--- src/rtl/pipe_pkg.sv ---
// Shared types and constants for the pipe field scroller.
package pipe_pkg;

  typedef enum logic {GEN_SPACE, GEN_PIPE} gen_state_e;

  // Feedback taps for x^8+x^6+x^5+x^4+1 (bits 7,5,4,3).
  localparam logic [7:0] LFSR_TAPS = 8'hB8;

  // Number of distinct gap_top positions (1 .. rows-gap-1).
  function automatic int gap_range(input int rows, input int gap);
    return rows - gap - 1;
  endfunction

endpackage

--- src/rtl/pipe_field_scroller_if.sv ---
// Scroll control strobes and display/score outputs of the pipe field scroller.
interface pipe_field_scroller_if #(
  parameter int ROWS    = 16,
  parameter int COLS    = 16,
  parameter int SCORE_W = 8
);
  logic                       tick;
  logic                       run;
  logic [ROWS-1:0][COLS-1:0]  GrnPixels;
  logic [ROWS-1:0][COLS-1:0]  RedPixels;
  logic                       pass_o;
  logic [SCORE_W-1:0]         score;

  modport master (
    output tick, run,
    input  GrnPixels, RedPixels, pass_o, score
  );

  modport slave (
    input  tick, run,
    output GrnPixels, RedPixels, pass_o, score
  );
endinterface

--- src/rtl/pipe_lfsr.sv ---
// 8-bit Fibonacci LFSR that advances only when asked; source of pipe gap heights.
module pipe_lfsr
  import pipe_pkg::*;
#(
  parameter logic [7:0] SEED = 8'hA5
) (
  input  logic       clk,
  input  logic       RST,
  input  logic       step,
  output logic [7:0] state
);

  // Shift left, feeding the tap parity back into bit 0.
  always_ff @(posedge clk) begin
    if (RST) state <= SEED;
    else if (step) state <= {state[6:0], ^(state & LFSR_TAPS)};
  end

endmodule

--- src/rtl/pipe_field_scroller.sv ---
// Endless scrolling pipe field with random gaps and a pass/score counter.
// Optional build macro: PIPE_CAP_EN adds red caps above and below each gap.
module pipe_field_scroller
  import pipe_pkg::*;
#(
  parameter int         ROWS      = 16,
  parameter int         COLS      = 16,
  parameter int         GAP       = 4,
  parameter int         PIPE_W    = 1,
  parameter int         SPACING   = 3,
  parameter int         BIRD_COL  = 11,
  parameter int         SCORE_W   = 8,
  parameter logic [7:0] LFSR_SEED = 8'hA5
) (
  input logic                  clk,
  input logic                  RST,
  pipe_field_scroller_if.slave bus
);

  localparam int GAP_RANGE = gap_range(ROWS, GAP);
  localparam int GT_W      = $clog2(ROWS) + 1;
  localparam int CNT_W     = $clog2(SPACING + PIPE_W + 1);

  if (GAP + 2 > ROWS) begin : g_chk_gap
    $error("GAP+2 must not exceed ROWS");
  end
  if (BIRD_COL >= COLS - 1) begin : g_chk_bird
    $error("BIRD_COL must be below COLS-1");
  end
  if (PIPE_W < 1) begin : g_chk_pipe_w
    $error("PIPE_W must be at least 1");
  end
  if (SPACING < 1) begin : g_chk_spacing
    $error("SPACING must be at least 1");
  end
  if (LFSR_SEED == 8'h00) begin : g_chk_seed
    $error("LFSR_SEED must be nonzero");
  end

  logic                      adv;
  logic                      lfsr_step;
  logic [7:0]                lfsr;
  gen_state_e                state;
  logic [CNT_W-1:0]          col_cnt;
  logic [GT_W-1:0]           gap_top;
  logic [ROWS-1:0]           new_grn;
  logic                      new_end;
  logic [ROWS-1:0][COLS-1:0] grn;
  logic [COLS-1:0]           end_mark;
  logic [SCORE_W-1:0]        score;
  logic                      pass;

  pipe_lfsr #(.SEED(LFSR_SEED)) u_lfsr (
    .clk   (clk),
    .RST   (RST),
    .step  (lfsr_step),
    .state (lfsr)
  );

  // Advance strobe, LFSR step request and the column about to enter the field.
  always_comb begin
    adv       = bus.tick & bus.run & ~RST;
    lfsr_step = adv && (state == GEN_SPACE) && (col_cnt == CNT_W'(SPACING - 1));
    new_end   = (state == GEN_PIPE) && (col_cnt == CNT_W'(PIPE_W - 1));
    new_grn   = '0;
    if (state == GEN_PIPE) begin
      for (int r = 0; r < ROWS; r++) begin
        new_grn[r] = (r < int'(gap_top)) || (r >= int'(gap_top) + GAP);
      end
    end
  end

  // Generator: alternate SPACING empty columns with PIPE_W pipe columns.
  always_ff @(posedge clk) begin
    if (RST) begin
      state   <= GEN_SPACE;
      col_cnt <= '0;
      gap_top <= GT_W'(1);
    end else if (adv) begin
      case (state)
        GEN_SPACE: begin
          if (col_cnt == CNT_W'(SPACING - 1)) begin
            state   <= GEN_PIPE;
            col_cnt <= '0;
            gap_top <= GT_W'(1 + int'(lfsr) % GAP_RANGE);
          end else begin
            col_cnt <= col_cnt + CNT_W'(1);
          end
        end
        default: begin
          if (col_cnt == CNT_W'(PIPE_W - 1)) begin
            state   <= GEN_SPACE;
            col_cnt <= '0;
          end else begin
            col_cnt <= col_cnt + CNT_W'(1);
          end
        end
      endcase
    end
  end

  // Scroll the field and end markers; count pipes whose last column leaves the bird.
  always_ff @(posedge clk) begin
    if (RST) begin
      grn      <= '0;
      end_mark <= '0;
      score    <= '0;
      pass     <= 1'b0;
    end else begin
      pass <= 1'b0;
      if (adv) begin
        for (int r = 0; r < ROWS; r++) begin
          grn[r] <= {grn[r][COLS-2:0], new_grn[r]};
        end
        end_mark <= {end_mark[COLS-2:0], new_end};
        if (end_mark[BIRD_COL]) begin
          pass <= 1'b1;
          if (score != '1) score <= score + SCORE_W'(1);
        end
      end
    end
  end

`ifdef PIPE_CAP_EN
  logic [ROWS-1:0]           new_red;
  logic [ROWS-1:0][COLS-1:0] red;

  // Cap rows sit directly above and below the gap of every pipe column.
  always_comb begin
    new_red = '0;
    if (state == GEN_PIPE) begin
      for (int r = 0; r < ROWS; r++) begin
        new_red[r] = (r == int'(gap_top) - 1) || (r == int'(gap_top) + GAP);
      end
    end
  end

  // Red plane scrolls in lockstep with green so caps render orange.
  always_ff @(posedge clk) begin
    if (RST) begin
      red <= '0;
    end else if (adv) begin
      for (int r = 0; r < ROWS; r++) begin
        red[r] <= {red[r][COLS-2:0], new_red[r]};
      end
    end
  end

  assign bus.RedPixels = red;
`else
  assign bus.RedPixels = '0;
`endif

  assign bus.GrnPixels = grn;
  assign bus.score     = score;
  assign bus.pass_o    = pass;

endmodule

--- src/flat_wrapper.sv ---
// flat-port wrapper written by rule: the top's interface ports become plain ports
module pipe_field_scroller_flat import pipe_pkg::*;
#(
  parameter int         ROWS      = 16,
  parameter int         COLS      = 16,
  parameter int         GAP       = 4,
  parameter int         PIPE_W    = 1,
  parameter int         SPACING   = 3,
  parameter int         BIRD_COL  = 11,
  parameter int         SCORE_W   = 8,
  parameter logic [7:0] LFSR_SEED = 8'hA5
)
  (clk, RST, bus_tick, bus_run, bus_GrnPixels, bus_RedPixels, bus_pass_o, bus_score);
  pipe_field_scroller_if #(.ROWS(ROWS), .COLS(COLS), .SCORE_W(SCORE_W)) bus_i ();
  input logic clk;
  input logic RST;
  input wire logic [$bits(bus_i.tick)-1:0] bus_tick;
  input wire logic [$bits(bus_i.run)-1:0] bus_run;
  output wire logic [$bits(bus_i.GrnPixels)-1:0] bus_GrnPixels;
  output wire logic [$bits(bus_i.RedPixels)-1:0] bus_RedPixels;
  output wire logic [$bits(bus_i.pass_o)-1:0] bus_pass_o;
  output wire logic [$bits(bus_i.score)-1:0] bus_score;
  assign bus_i.tick = bus_tick;
  assign bus_i.run = bus_run;
  assign bus_GrnPixels = bus_i.GrnPixels;
  assign bus_RedPixels = bus_i.RedPixels;
  assign bus_pass_o = bus_i.pass_o;
  assign bus_score = bus_i.score;
  pipe_field_scroller #(.ROWS(ROWS), .COLS(COLS), .GAP(GAP), .PIPE_W(PIPE_W), .SPACING(SPACING), .BIRD_COL(BIRD_COL), .SCORE_W(SCORE_W), .LFSR_SEED(LFSR_SEED)) u_core (.clk(clk), .RST(RST), .bus(bus_i));
endmodule
--- config.mk ---
export PLATFORM = sky130hd
export DESIGN_NAME = pipe_field_scroller_flat
export DESIGN_NICKNAME = d
export VERILOG_FILES = /design/src/rtl/pipe_pkg.sv /design/src/rtl/pipe_field_scroller_if.sv /design/src/rtl/pipe_lfsr.sv /design/src/rtl/pipe_field_scroller.sv /design/src/flat_wrapper.sv
export SDC_FILE = /design/constraint.sdc
export NUM_CORES = 1
export LEC_CHECK = 0
export ABC_AREA = 0
export CAP_MARGIN = 10
export CORE_AREA = 2 2 206 208
export DETAILED_ROUTE_END_ITERATION = 8
export DIE_AREA = 0 0 208 210
export PLACE_DENSITY = 0.73
export SKIP_LAST_GASP = 1
export SYNTH_ARGS = -nofsm -noshare
export SYNTH_HDL_FRONTEND = slang
export SYNTH_HIERARCHICAL = 1
export SYNTH_SLANG_ARGS = --single-unit
--- constraint.sdc ---
create_clock -name clk -period 4.85 [get_ports clk]
set_clock_uncertainty 0.1 [all_clocks]
set_input_delay 0.97 -clock clk [delete_from_list [all_inputs] [get_ports clk]]
set_output_delay 0.97 -clock clk [all_outputs]
set_load 0.03 [all_outputs]
### Word-level counts from Yosys, hierarchy flattened

Index checks and enable logic that the tools add are counted.

* bits in registers: 294
* bits in latches: 0
* RAM bits: 0
* bits in read-only memories: 0
* input port bits: 4
* logic and storage cells: 99
* memories: 0

* add/sub/neg operators: 4
* multiply operators: 0
* div/mod/pow operators: 1
* magnitude comparators: 32
* equality and inequality tests: 2
* shift operators: 0
* mux-type cells: 8
* bitwise logic cells: 5
* reduce and logical (&&, ||, !) cells: 24

Operators with widths (count)
* $ge A5 B32 Y1 const A: 8
* $ge A4 B32 Y1 const A: 4
* $ge A3 B32 Y1 const A: 2
* $lt A4 B5 Y1 const A: 8
* $ge A1 B32 Y1 const A: 1
* $ge A2 B32 Y1 const A: 1
* $mod A9 B5 Y32 const B: 1
* $lt A3 B5 Y1 const A: 4
* $logic_or A1 B1 Y1: 16
* $mux W16: 1
* $lt A1 B5 Y1 const A: 2
* $lt A2 B5 Y1 const A: 2
* $mux W3: 3
* $add A8 B1 Y8 const B: 1
* $ne A8 B8 Y1 const B: 1
* $reduce_xor A8 Y1: 1
* $add A5 B3 Y6 const B: 1
* $reduce_and A3 Y1: 2
* $add A2 B5 Y5 const A: 1
* $mux W1: 4
* $add A3 B1 Y3 const B: 1
* $eq A3 B2 Y1 const B: 1
* $logic_and A1 B1 Y1: 3
* $logic_not A3 Y1: 1
* other kinds (3): 6

### Longest topological paths before layout

Gate-level depths: netlist of the first run.

* depth in word-level cells: 4
* mapped depth: 24
* depth with buffers taken out: 23

### Hierarchy

The synthesis of the first run kept the hierarchy.

Modules (own cells, without submodules)
* pipe_field_scroller: times used 1, cells an instance 1721, area each 13379.1 um^2, seq. area each 5725.5 um^2
* pipe_lfsr: times used 1, cells an instance 29, area each 302.8 um^2, seq. area each 160.2 um^2

### Worst setup path before layout of the first run

No wires, ideal clock.

* path kind: flip-flop to flip-flop
* start: register u_core.u_lfsr.state[4]
* end: register u_core.gap_top[4]
* library setup time: 117 ps
* arrival time: 5008 ps
* data required time: 4633 ps
* setup slack: -375 ps
* cell stages (with the launch flop): 25
* clock period less this slack: 5225 ps
* cell sequence: dfxtp_1 -> buf_6 -> a21oi_2 -> inv_2 -> ha_1 -> nor2b_1 -> o21a_1 -> o21a_1 -> o211a_2 -> a21o_1 -> xnor2_1 -> ha_1 -> a2111o_1 -> o211ai_2 -> nand2_1 -> xnor2_2 -> ha_1 -> a311o_1 -> a21oi_2 -> mux2_1 -> ha_1 -> a21oi_1 -> o221ai_2 -> xnor2_1 -> a22o_1

* longest elaborated chain between the ends: 2

RTL lines
* start: declaration: RTL line pipe_lfsr.sv:10 `output logic [7:0] state`
* start signal: assignment: RTL line pipe_lfsr.sv:16 `else if (step) state <= {state[6:0], ^(state & LFSR_TAPS)};`
* $mod A9 B5 Y32: RTL line pipe_field_scroller.sv:85 `gap_top <= GT_W'(1 + int'(lfsr) % GAP_RANGE);`
* $add A2 B5 Y5: RTL line pipe_field_scroller.sv:85
* end signal: assignment: RTL line pipe_field_scroller.sv:85
* end: declaration: RTL line pipe_field_scroller.sv:45 `logic [GT_W-1:0] gap_top;`

Every way passes these cells.
A chain may end at the register's enable or synchronous reset.

### Worst setup path after layout of the first run

Same ends and word-level chain as after synthesis.

==> results of run 1 <==
[area by class of cell]
cell class	count	share of cell area (%)
multi-input combinational	1332	37.29
sequential	294	34.13
timing repair buffer	307	17.52
clock buffer	42	5.527
tap	539	3.909
clock inverter	20	1.349
inverter	13	0.2829
[state kept, by name, indices dropped and copies added, names as in the netlist]
register	count
u_core/bus.GrnPixels	256
u_core/end_mark	12
u_core/bus.score	8
u_core/u_lfsr/state	8
u_core/gap_top	5
u_core/col_cnt	3
u_core/bus.pass_o	1
u_core/state	1
[power breakdown]
part	internal, mW	switching, mW	total (mW)
Clock	1.63	1.05	2.67
Combinational	0.0306	0.390	0.420
Sequential	2.42	0.00200	2.42
Total	4.07	1.44	5.51
[Yosys cell counts (4+ instances only)]
cell type    n
a21oi_1    284
o21ai_0     18
o211ai_1    10
buf_1        6
xor2_1       4
and2_1       5
nor2b_1      5
dfxtp_1    294
nand2_1    539
a311o_1      5
ha_1        14
mux2i_1     11
xnor2_1     12
o21a_1       5
nor2_1      35
nand3_1     11
a22oi_1     10
or2_1        4
nor3_1       8
buf_4      259
nand2b_1     9
buf_6        4
a21oi_2      4
inv_1       12
clkbuf_1    94
[through the flow]
stage,setup WS (ps),TNS [ps],area [sq um],cells
3_3_place_gp,108.3,0,16000,2481
6_report,67.39,0,17250,2547
3_5_place_dp,8.446,0,16000,2481
2_1_floorplan,-191.6,-270.6,14710,2005
5_1_grt,-182.4,-285.0,17250,2547
4_1_cts,17.12,0,17190,2543
[cell usage in the layout (no fill, tap or decap), types with 4 or more instances in the layout]
cell type	n
nand2_1	537
dfxtp_1	292
a21oi_1	283
clkdlybuf4s50_1	267
conb_1	256
clkbuf_16	36
buf_4	35
nor2_1	34
o21ai_0	18
inv_1	11
nand3_1	11
mux2i_1	11
o211ai_1	10
a22oi_1	10
xnor2_1	10
ha_1	10
clkinv_2	8
nand2b_1	8
nor3_1	8
nor2b_1	5
o21a_1	5
a311o_1	5
clkinvlp_4	4
bufinv_16	4
or2_1	4
a21oi_2	4
and2_1	4
xor2_1	4
[worst min-delay path by stage]
stage / from / endpoint / slack, ps / cells after the start
after floorplan: u_core/end_mark[11] / u_core/end_mark[11] / 330 / 2
after global placement: u_core/end_mark[11] / u_core/end_mark[11] / 340 / 2
after detailed placement: u_core/end_mark[9] / u_core/end_mark[10] / 340 / 2
after CTS: u_core/end_mark[5] / u_core/end_mark[6] / 350 / 2
after global routing: u_core/end_mark[2] / u_core/end_mark[2] / 370 / 2
final: u_core/end_mark[5] / u_core/end_mark[6] / 350 / 2
[timing repair]
action	CTS	global route
resized for setup	0	7
setup buffers	0	4
setup endpoints to repair	0	2
[worst register-to-register path, delay by kind of cell, from the launching register on]
family / cells / cell delay, ps
AOI/OAI and AO/OA: 10 / 1830
adders and majority gates: 4 / 800
and+or+nand+nor: 4 / 510
xor gates and xnor gates: 3 / 430
buffers and inverters: 3 / 350
DFF: 1 / 330
muxes: 1 / 330
[cells by family after synthesis]
kind of cell	count (synthesis)	share of synthesized area, %
AND/OR/NAND/NOR	641	19.04
AO/OA/AOI/OAI	389	16.62
buffers and inverters	379	17.75
flip-flops	294	43.02
adder cells (fa/ha/maj)	17	1.518
XOR/XNOR	17	1.143
multiplexers	12	0.8871
other	1	0.02741
[metal layers]
metal / up-vias / track usage (%) / share of wire [%]
li1: 5691 / - / -
met1: 5311 / 17.12 / 41
met2: 368 / 24.61 / 50
met3: 62 / 3.397 / 6.0
met4: 0 / 6.041 / 3.2
met5: - / 0 / 0
==> reports/results.md, run 1 <==
## Logic synthesis
- **average footprint of a synthesized cell** 7.818 sq um
- **Yosys top cell area share** 43.02%
- **post-synthesis instance area** 13680 sq um
- **dominant register cell in the synthesized netlist** dfxtp_1
- **number of flip-flops and latches in the synthesized netlist** 294
- **total of warnings raised by yosys** 6
- **number of distinct library cell variants in the gate-level netlist after synthesis** 82
- **synthesized instance count** 1750
- **async set-reset flop share out of synthesis** 0%
- **top cells by area, synth** dfxtp_1, nand2_1, buf_4, a21oi_1, clkbuf_1
- **share of the yosys chip area belonging to registers** 43.02%
- **Yosys top cell by area** dfxtp_1
- **count of flip-flops with a built-in enable after synthesis** 0

## CTS
- **H-tree levels** 2
- **later-pin clock latency in the skew report** 540 ps
- **CTS Buf Count** 35
- **clock-pin slew on the worst setup and hold paths** 60 ps
- **cell at the root of the clock tree** clkbuf_16
- **Num Clock Sinks** 294
- **Hold Buf Count CTS** 0
- **buffers from clock root to sink, at most** 3
- **CTS tree** done

## Min path
- **worst hold path class** flop to flop

## Worst setup path
- **Worst Path Arrival** 5120 ps
- **startpoint of the worst setup timing path** u_core/u_lfsr/state[4]
- **stages on the worst setup path** 25
- **type of element capturing the critical path** flop
- **WS Path Type** flop to flop
- **start of the worst register-to-register path** u_core/u_lfsr/state[4]
- **slowest cell on the critical path** a311o_1
- **register-to-register setup slack** 70 ps
- **biggest fanout along the worst timing path** 5
- **Worst EP required** 5190 ps
- **delay of the slowest cell on the worst path** 340 ps
- **Register-to-Register Path Depth** 25
- **Crit Reg-Reg Endpoint** u_core/gap_top[4]
- **number of buffers and inverters on the critical path** 3
- **destination of the critical timing path** u_core/gap_top[4]
- **crit start category** flop
- **cell family with the largest share of critical-path delay** compound AO/OA/AOI/OAI gates

## Power and ir drop
- **cell area power density** 319.5 nW/um^2
- **leakage power** 6.097 nW
- **post-layout power** 5.511 mW
- **worst-case vdd ir drop** 0.1695 mV

## Finish
- **fraction of final layout cells with drive strength greater than 1** 7.271%
- **Finished Core Util** 41.59%
- **number of antenna diodes** 0
- **filler cell count in the final layout** 4110
- **Total Nets Final** 2001
- **area of combinational cells with multiple inputs** 6432 sq um
- **total area of sequential cells** 5888 sq um
- **synthesis-to-layout area growth** 26.09%

## Route
- **DRC** 0
- **Via-to-Cell Ratio** 4.488
- **number of nets still failing antenna checks after routing** 0
- **DRC marker count from the first detailed-route iteration** 775
- **DR vias** 11430
- **final WL** 33930 um
- **drt wl/cell** 13.32 um
- **1st-pass router iterations** 5

## GRT
- **pin count of the biggest net entering global routing** 211
- **number of antenna violations at the first check in global routing** 0
- **overflow left after global routing** 0
- **via count of the first global-routing pass** 10040
- **gr usage total** 14.31%
- **first-pass GRT wire length** 52050 um

## STA
- **relative slew slack** 35.91%
- **timing-limited maximum frequency** 209.1 MHz
- **setup repair after global routing missed its margin** yes
- **Final Hold Viols** 0
- **slew at the pin closest to its max-slew limit** 961.4 ps
- **setup violation total in the final timing report** 0
- **portion of the clock cycle consumed by the worst path in the final layout** 98.61%
- **post-layout min period** 4783 ps
- **max-slew violation count** 0
- **Worst Hold Slack** 349.7 ps

## Status
- **result of the run** complete, no violations

## Run
- **count of maximum capacitance violations** 0

## Die
- **vertical die dimension** 210 um
- **Die X** 208 um
- **die area** 43680 sq um
- **Core Rows** 75
- **I/O pin count** 525
- **initial core utilization** 32.99%
- **area inside the core boundary** 41480 sq um

## Placed design
- **half-perimeter wire length of the detailed placement result** 23340 um
- **IO buf count** 268
- **last weighted congestion value of the routability-driven placer** 0.7832

Note: power is estimated with default switching activity, not from simulation.
==> run 2: changes to the inputs <==
ABC_CLOCK_PERIOD_IN_PS = 4850   (was default)
==> results of run 2 <==
Same layout as run 1: the final DEF is identical, and so are final timing and power.
==> run 3: changes to the inputs <==
CORE_AREA = 2 2 203 205   (was 2 2 206 208)
CTS_BUF_LIST = sky130_fd_sc_hd__clkbuf_8   (was default)
DIE_AREA = 0 0 205 207   (was 0 0 208 210)
GPL_ROUTABILITY_DRIVEN = 0   (was default)
PLACE_DENSITY = 0.74   (was 0.73)
==> reports/results.md, run 3 (synthesis results as in run 1) <==
## Status
- **result of the run** complete, no violations, unchanged

## Min path
- **worst hold path class** flop to flop, unchanged

## Finish
- **most frequent cells in the layout** nand2_1, dfxtp_1, a21oi_1, clkdlybuf4s50_1, conb_1, unchanged
- **fraction of final layout cells with drive strength greater than 1** 7.829%, was 7.271%
- **most common cell after layout, fill and taps aside** nand2_1, unchanged
- **number of antenna diodes** 0, unchanged
- **max FFs per register** 256, unchanged
- **synthesis-to-layout area growth** 25.02%, was 26.09%
- **Total Nets Final** 2011, was 2001
- **Finished Cell Area** 17110 sq um, was 17250 sq um
- **Finished Core Util** 42.37%, was 41.59%
- **non-filler cells in the finished layout** 2563, was 2547

## Route
- **DRC** 0, unchanged
- **final WL** 34740 um, was 33930 um
- **1st-pass router iterations** 5, unchanged
- **DRC marker count from the first detailed-route iteration** 768, was 775
- **drt wl/cell** 13.55 um, was 13.32 um
- **Via-to-Cell Ratio** 4.501, was 4.488
- **number of nets still failing antenna checks after routing** 0, unchanged
- **DR vias** 11540, was 11430

## Worst setup path
- **biggest fanout along the worst timing path** 5, unchanged
- **crit start category** flop, unchanged
- **type of element capturing the critical path** flop, unchanged
- **Worst Path Arrival** 5220 ps, was 5120 ps
- **WS Path Type** flop to flop, unchanged
- **Worst EP required** 5250 ps, was 5190 ps

## Die
- **die area** 42440 sq um, was 43680 sq um
- **Core Rows** 74, was 75
- **initial core utilization** 33.89%, was 32.99%
- **area inside the core boundary** 40370 sq um, was 41480 sq um
- **vertical die dimension** 207 um, was 210 um
- **I/O pin count** 525, unchanged
- **Die X** 205 um, was 208 um

## STA
- **post-layout min period** 4819 ps, was 4783 ps
- **Final Hold Viols** 0, unchanged
- **setup violation total in the final timing report** 0, unchanged
- **portion of the clock cycle consumed by the worst path in the final layout** 99.36%, was 98.61%
- **setup repair after global routing missed its margin** yes, unchanged
- **Sum Neg Setup Slack** 0 ps, unchanged
- **relative slew slack** 24.19%, was 35.91%
- **Worst Hold Slack** 353.6 ps, was 349.7 ps
- **max-slew violation count** 0, unchanged
- **slew at the pin closest to its max-slew limit** 1137 ps, was 961.4 ps
- **final setup slack of the worst path** 30.96 ps, was 67.39 ps
- **timing-limited maximum frequency** 207.5 MHz, was 209.1 MHz

## Power and ir drop
- **cell area power density** 303.4 nW/um^2, was 319.5 nW/um^2
- **leakage power** 6.097 nW, about the same
- **worst-case vdd ir drop** 0.1659 mV, was 0.1695 mV
- **post-layout power** 5.189 mW, was 5.511 mW

## GRT
- **pin count of the biggest net entering global routing** 250, was 211
- **gr usage total** 15.34%, was 14.31%
- **first-pass GRT wire length** 53940 um, was 52050 um
- **via count of the first global-routing pass** 10440, was 10040
- **overflow left after global routing** 0, unchanged
- **number of antenna violations at the first check in global routing** 0, unchanged

## Placed design
- **half-perimeter wire length of the detailed placement result** 23040 um, was 23340 um
- **number of placed instances, taps included** 2466, was 2481
- **IO buf count** 268, unchanged
- **post-placement cell area** 15940 sq um, was 16000 sq um
- **pre-CTS WS** -48.61 ps, was 8.446 ps

## CTS
- **clock-pin slew on the worst setup and hold paths** 60 ps, about the same
- **CTS Buf Count** 51, was 35
- **CTS tree** done, unchanged
- **later-pin clock latency in the skew report** 610 ps, was 540 ps
- **Num Clock Sinks** 294, unchanged
- **buffers from clock root to sink, at most** 3, unchanged
- **H-tree levels** 2, unchanged
- **cell at the root of the clock tree** clkbuf_8, was clkbuf_16

## Run
- **count of maximum capacitance violations** 0, unchanged

run 3: changes by cell type in the layout (fill, tap and decap cells not counted), sizes merged:
cell / delta
buf: -6
bufinv: -1
clkbuf: +21
clkinv: -3
inv: +12
run 3: area by class of cell:
cell class,instances,area (sq um)
Clock buffer,63,867.1
Fill cell,3996,23260
Multi-Input combinational cell,1332,6440
Inverter,13,51.30
Timing Repair Buffer,301,2985
Clock inverter,28,207.7
Tap cell,532,665.6
Sequential cell,294,5888
run 3: where the power goes:
| group | switching [mW] | internal [mW] |
|---|---|---|
| registers | 0.00201 | 2.42 |
| logic | 0.391 | 0.0303 |
| clock network | 1.02 | 1.33 |
run 3: final timing paths:
check / to / slack, ps / from / cells after the start
worst max-delay path: u_core/gap_top[4] / 30 / u_core/u_lfsr/state[5] / 23
worst min register to register: u_core/bus.GrnPixels[223] / 350 / u_core/bus.GrnPixels[223] / 2
worst max register to register: u_core/gap_top[4] / 30 / u_core/u_lfsr/state[5] / 23
worst min-delay path: u_core/bus.GrnPixels[223] / 350 / u_core/bus.GrnPixels[223] / 2
run 3: what timing repair did:
action / 4_1_cts / 5_1_grt
hold buffers: 0 / 0
endpoints found under the setup margin: 2 / 2
gates resized for setup: 0 / 9
setup buffers: 1 / 5
pin swaps: 3 / 5
run 3: layer usage:
layer / share of wire (%) / GRT usage, % / up-vias
met4: 3.0 / 6.822 / 0
met3: 5.8 / 3.052 / 65
met1: 42 / 18.79 / 5381
li1: - / - / 5717
met5: 0 / 0 / -
met2: 50 / 25.90 / 372
run 3: critical path: stages, from the launching register on:
cell and delay, ps:
dfxtp_2 330, a21oi_4 170, inv_2 70, ha_4 280, nand4b_1 160, o22ai_2 100
or2_1 250, o211a_4 260, a21o_1 200, xnor2_2 150, ha_2 200, a2111o_1 320
o211ai_2 100, nand2_2 100, xnor2_2 160, ha_2 190, a311o_1 290, a21oi_2 170
mux2_4 330, ha_4 180, a21oi_2 150, o221ai_2 120, xnor2_1 130, a22o_1 170
==> RTL change: new RTL, flow settings as in run 1 <==
`SPACING` is set to 3 in 2 places; all go to 6.
--- a/src/rtl/pipe_field_scroller.sv
+++ b/src/rtl/pipe_field_scroller.sv
@@ -7,7 +7,7 @@
   parameter int         COLS      = 16,
   parameter int         GAP       = 4,
   parameter int         PIPE_W    = 1,
-  parameter int         SPACING   = 3,
+  parameter int         SPACING   = 6,
   parameter int         BIRD_COL  = 11,
   parameter int         SCORE_W   = 8,
   parameter logic [7:0] LFSR_SEED = 8'hA5
--- a/src/flat_wrapper.sv
+++ b/src/flat_wrapper.sv
@@ -5,7 +5,7 @@
   parameter int         COLS      = 16,
   parameter int         GAP       = 4,
   parameter int         PIPE_W    = 1,
-  parameter int         SPACING   = 3,
+  parameter int         SPACING   = 6,
   parameter int         BIRD_COL  = 11,
   parameter int         SCORE_W   = 8,
   parameter logic [7:0] LFSR_SEED = 8'hA5
Behaviour: no difference found for any inputs over 4 cycles, from zero or initial values and one cycle with RST high; that may be too few to reach the edited logic, so the function may still have changed.
==> RTL change against run 1 <==
  * Synthesized area fell by 0.53%
  * Cell area rose by 0.63%
  * Sequential power barely moved
  * Sequential cell count did not move
  * Wire length rose by 1.1%
  * Count of clock-buffer cells in the layout rose by 2
  * Power rose by 1.8%
  * Worst setup slack got worse by 0.041 ns
  * Synthesized cell count fell by 0.29%
  * Critical endpoint unchanged
  * Highest routed layer is now met5
==> RTL change: results (changes against run 1) <==
metric,value,unit,change
reg2reg_from,u_core/u_lfsr/state[5],,
p_leak,6.184,nW,+1.4%
drt_iter0_drc,709,,-8.5%
hold_depth,2,,unchanged
cp_slowest_cell,a2111oi_1,,
grtUsageTotal,0.1431,,about the same
grt_pass1_wl,52100,µm,+0.11%
yosys-top-cells-count,"nand2_1 (544), dfxtp_1 (294), a21oi_1 (272)",,
grt_pass1_vias,10004,,-0.32%
min_from,u_core/bus.GrnPixels[143],,
place_ws,-0.2106,ns,-0.2190 ns
status,"finished, final reports clean",,
synthTopCellsByArea,"dfxtp_1 (43%), nand2_1 (15%), buf_4 (14%)",,
largest_reg_flops,256,,unchanged
cts_buffer_depth,3,,unchanged
arrival,5.18,ns,+0.06 ns
clk-insertion-delay-late,0.53,ns,
num-fill-cells,4138,,+0.68%
antenna_found_initial,1,,+1
async_flop_share,0,,unchanged
drive_gt1_frac,0.08056,,+0.007848
ys_seq_area_frac,0.4325,,+0.002294
cts-root-buf,clkbuf_16,,
wirelength,34310,µm,+1.1%
yosysUniqueCellTypes,87,,+6.1%
grt_start_max_net_pins,181,,-14%
comb-power,0.000385,W,-8.3%
synthFlopType,dfxtp_1,,
reg2reg_depth,24,,-4.0%
setup_ws,0.02642,ns,-0.04098 ns
worstMarginPinSlew,0.8705,ns,-0.09086 ns
drc,0,,unchanged
pwr-share-clk,0.501,,+0.016
place.detailed.hpwl,23290,µm,-0.21%
cp_max_fo,4,,-1
detailroute.via_count,11533,,+0.88%
yosysWarningCount,6,,unchanged
hold_end,u_core/bus.GrnPixels[143],,
cts_htree_levels,2,,unchanged
crit_path_max_incr_delay,0.54,ns,+0.20 ns
nets,2005,,+0.20%
p_sw,0.001409,W,-2.0%
gp_congestion,0.8617,,+10%
ir_worst_vdd,0.0002161,V,+28%
p_int,0.004202,W,+3.1%
first_pass_iters,5,,unchanged
-- RTL change: final cells by class --
cell class,instances,area [µm²],share of cell area
well taps,539,674.4,0.03885
clock buffers,44,991.0,0.05708
clock inverters,17,257.7,0.01485
inverters,19,71.32,0.004108
repair buffers,314,3045,0.1754
multi-input cells,1323,6430,0.3704
flip-flops and latches,294,5891,0.3393
-- RTL change: cell families (layout without fill, tap and decap cells) --
kind of cell             Yosys count  after routing  synth area share
AO/OA/AOI/OAI                    376            376            0.1616
XOR/XNOR                          16             16           0.01030
adder cells (fa/ha/maj)           16             16           0.01443
buffers and inverters            383            394            0.1802
flip-flops                       294            294            0.4325
multiplexers                      11             11          0.008183
other                              1            256         0.0002755
AND/OR/NAND/NOR                  648            648            0.1925
-- RTL change: layer usage --
metal,track usage,up-vias,part of all wire
li1,-,5706,-
met1,0.1751,5383,0.41
met2,0.2425,391,0.50
met3,0.04023,51,0.070
met4,0.04720,2,0.021
met5,0,-,0.00038
-- RTL change: worst max-delay path, delay by kind of cell, from the launching register on --
family	cells	cell delay, ns
AO/OA/AOI/OAI	9	1.99
AND/OR/NAND/NOR	6	0.96
adder cells (fa/ha/maj)	3	0.56
flip-flops	1	0.34
buffers and inverters	4	0.32
multiplexers	1	0.32
XOR/XNOR	1	0.16
-- RTL change: timing repair --
item	CTS	global route
setup endpoints to repair	2	2
pin swaps	16	13
resized for setup	6	16
buffers inserted	5	2
-- RTL change: metrics by stage --
step                      hold WS, ns  cell area [µm²]  setup TNS [ns]  std cells
final                          0.3535            17360               0       2550
after global routing           0.3651            17360         -0.1716       2550
after CTS                      0.3560            17280        -0.01147       2548
after detailed placement       0.3470            15970         -0.2876       2482
after global placement         0.3384            15970         -0.1767       2482
after floorplan                0.3275            14680         -0.2604       2000
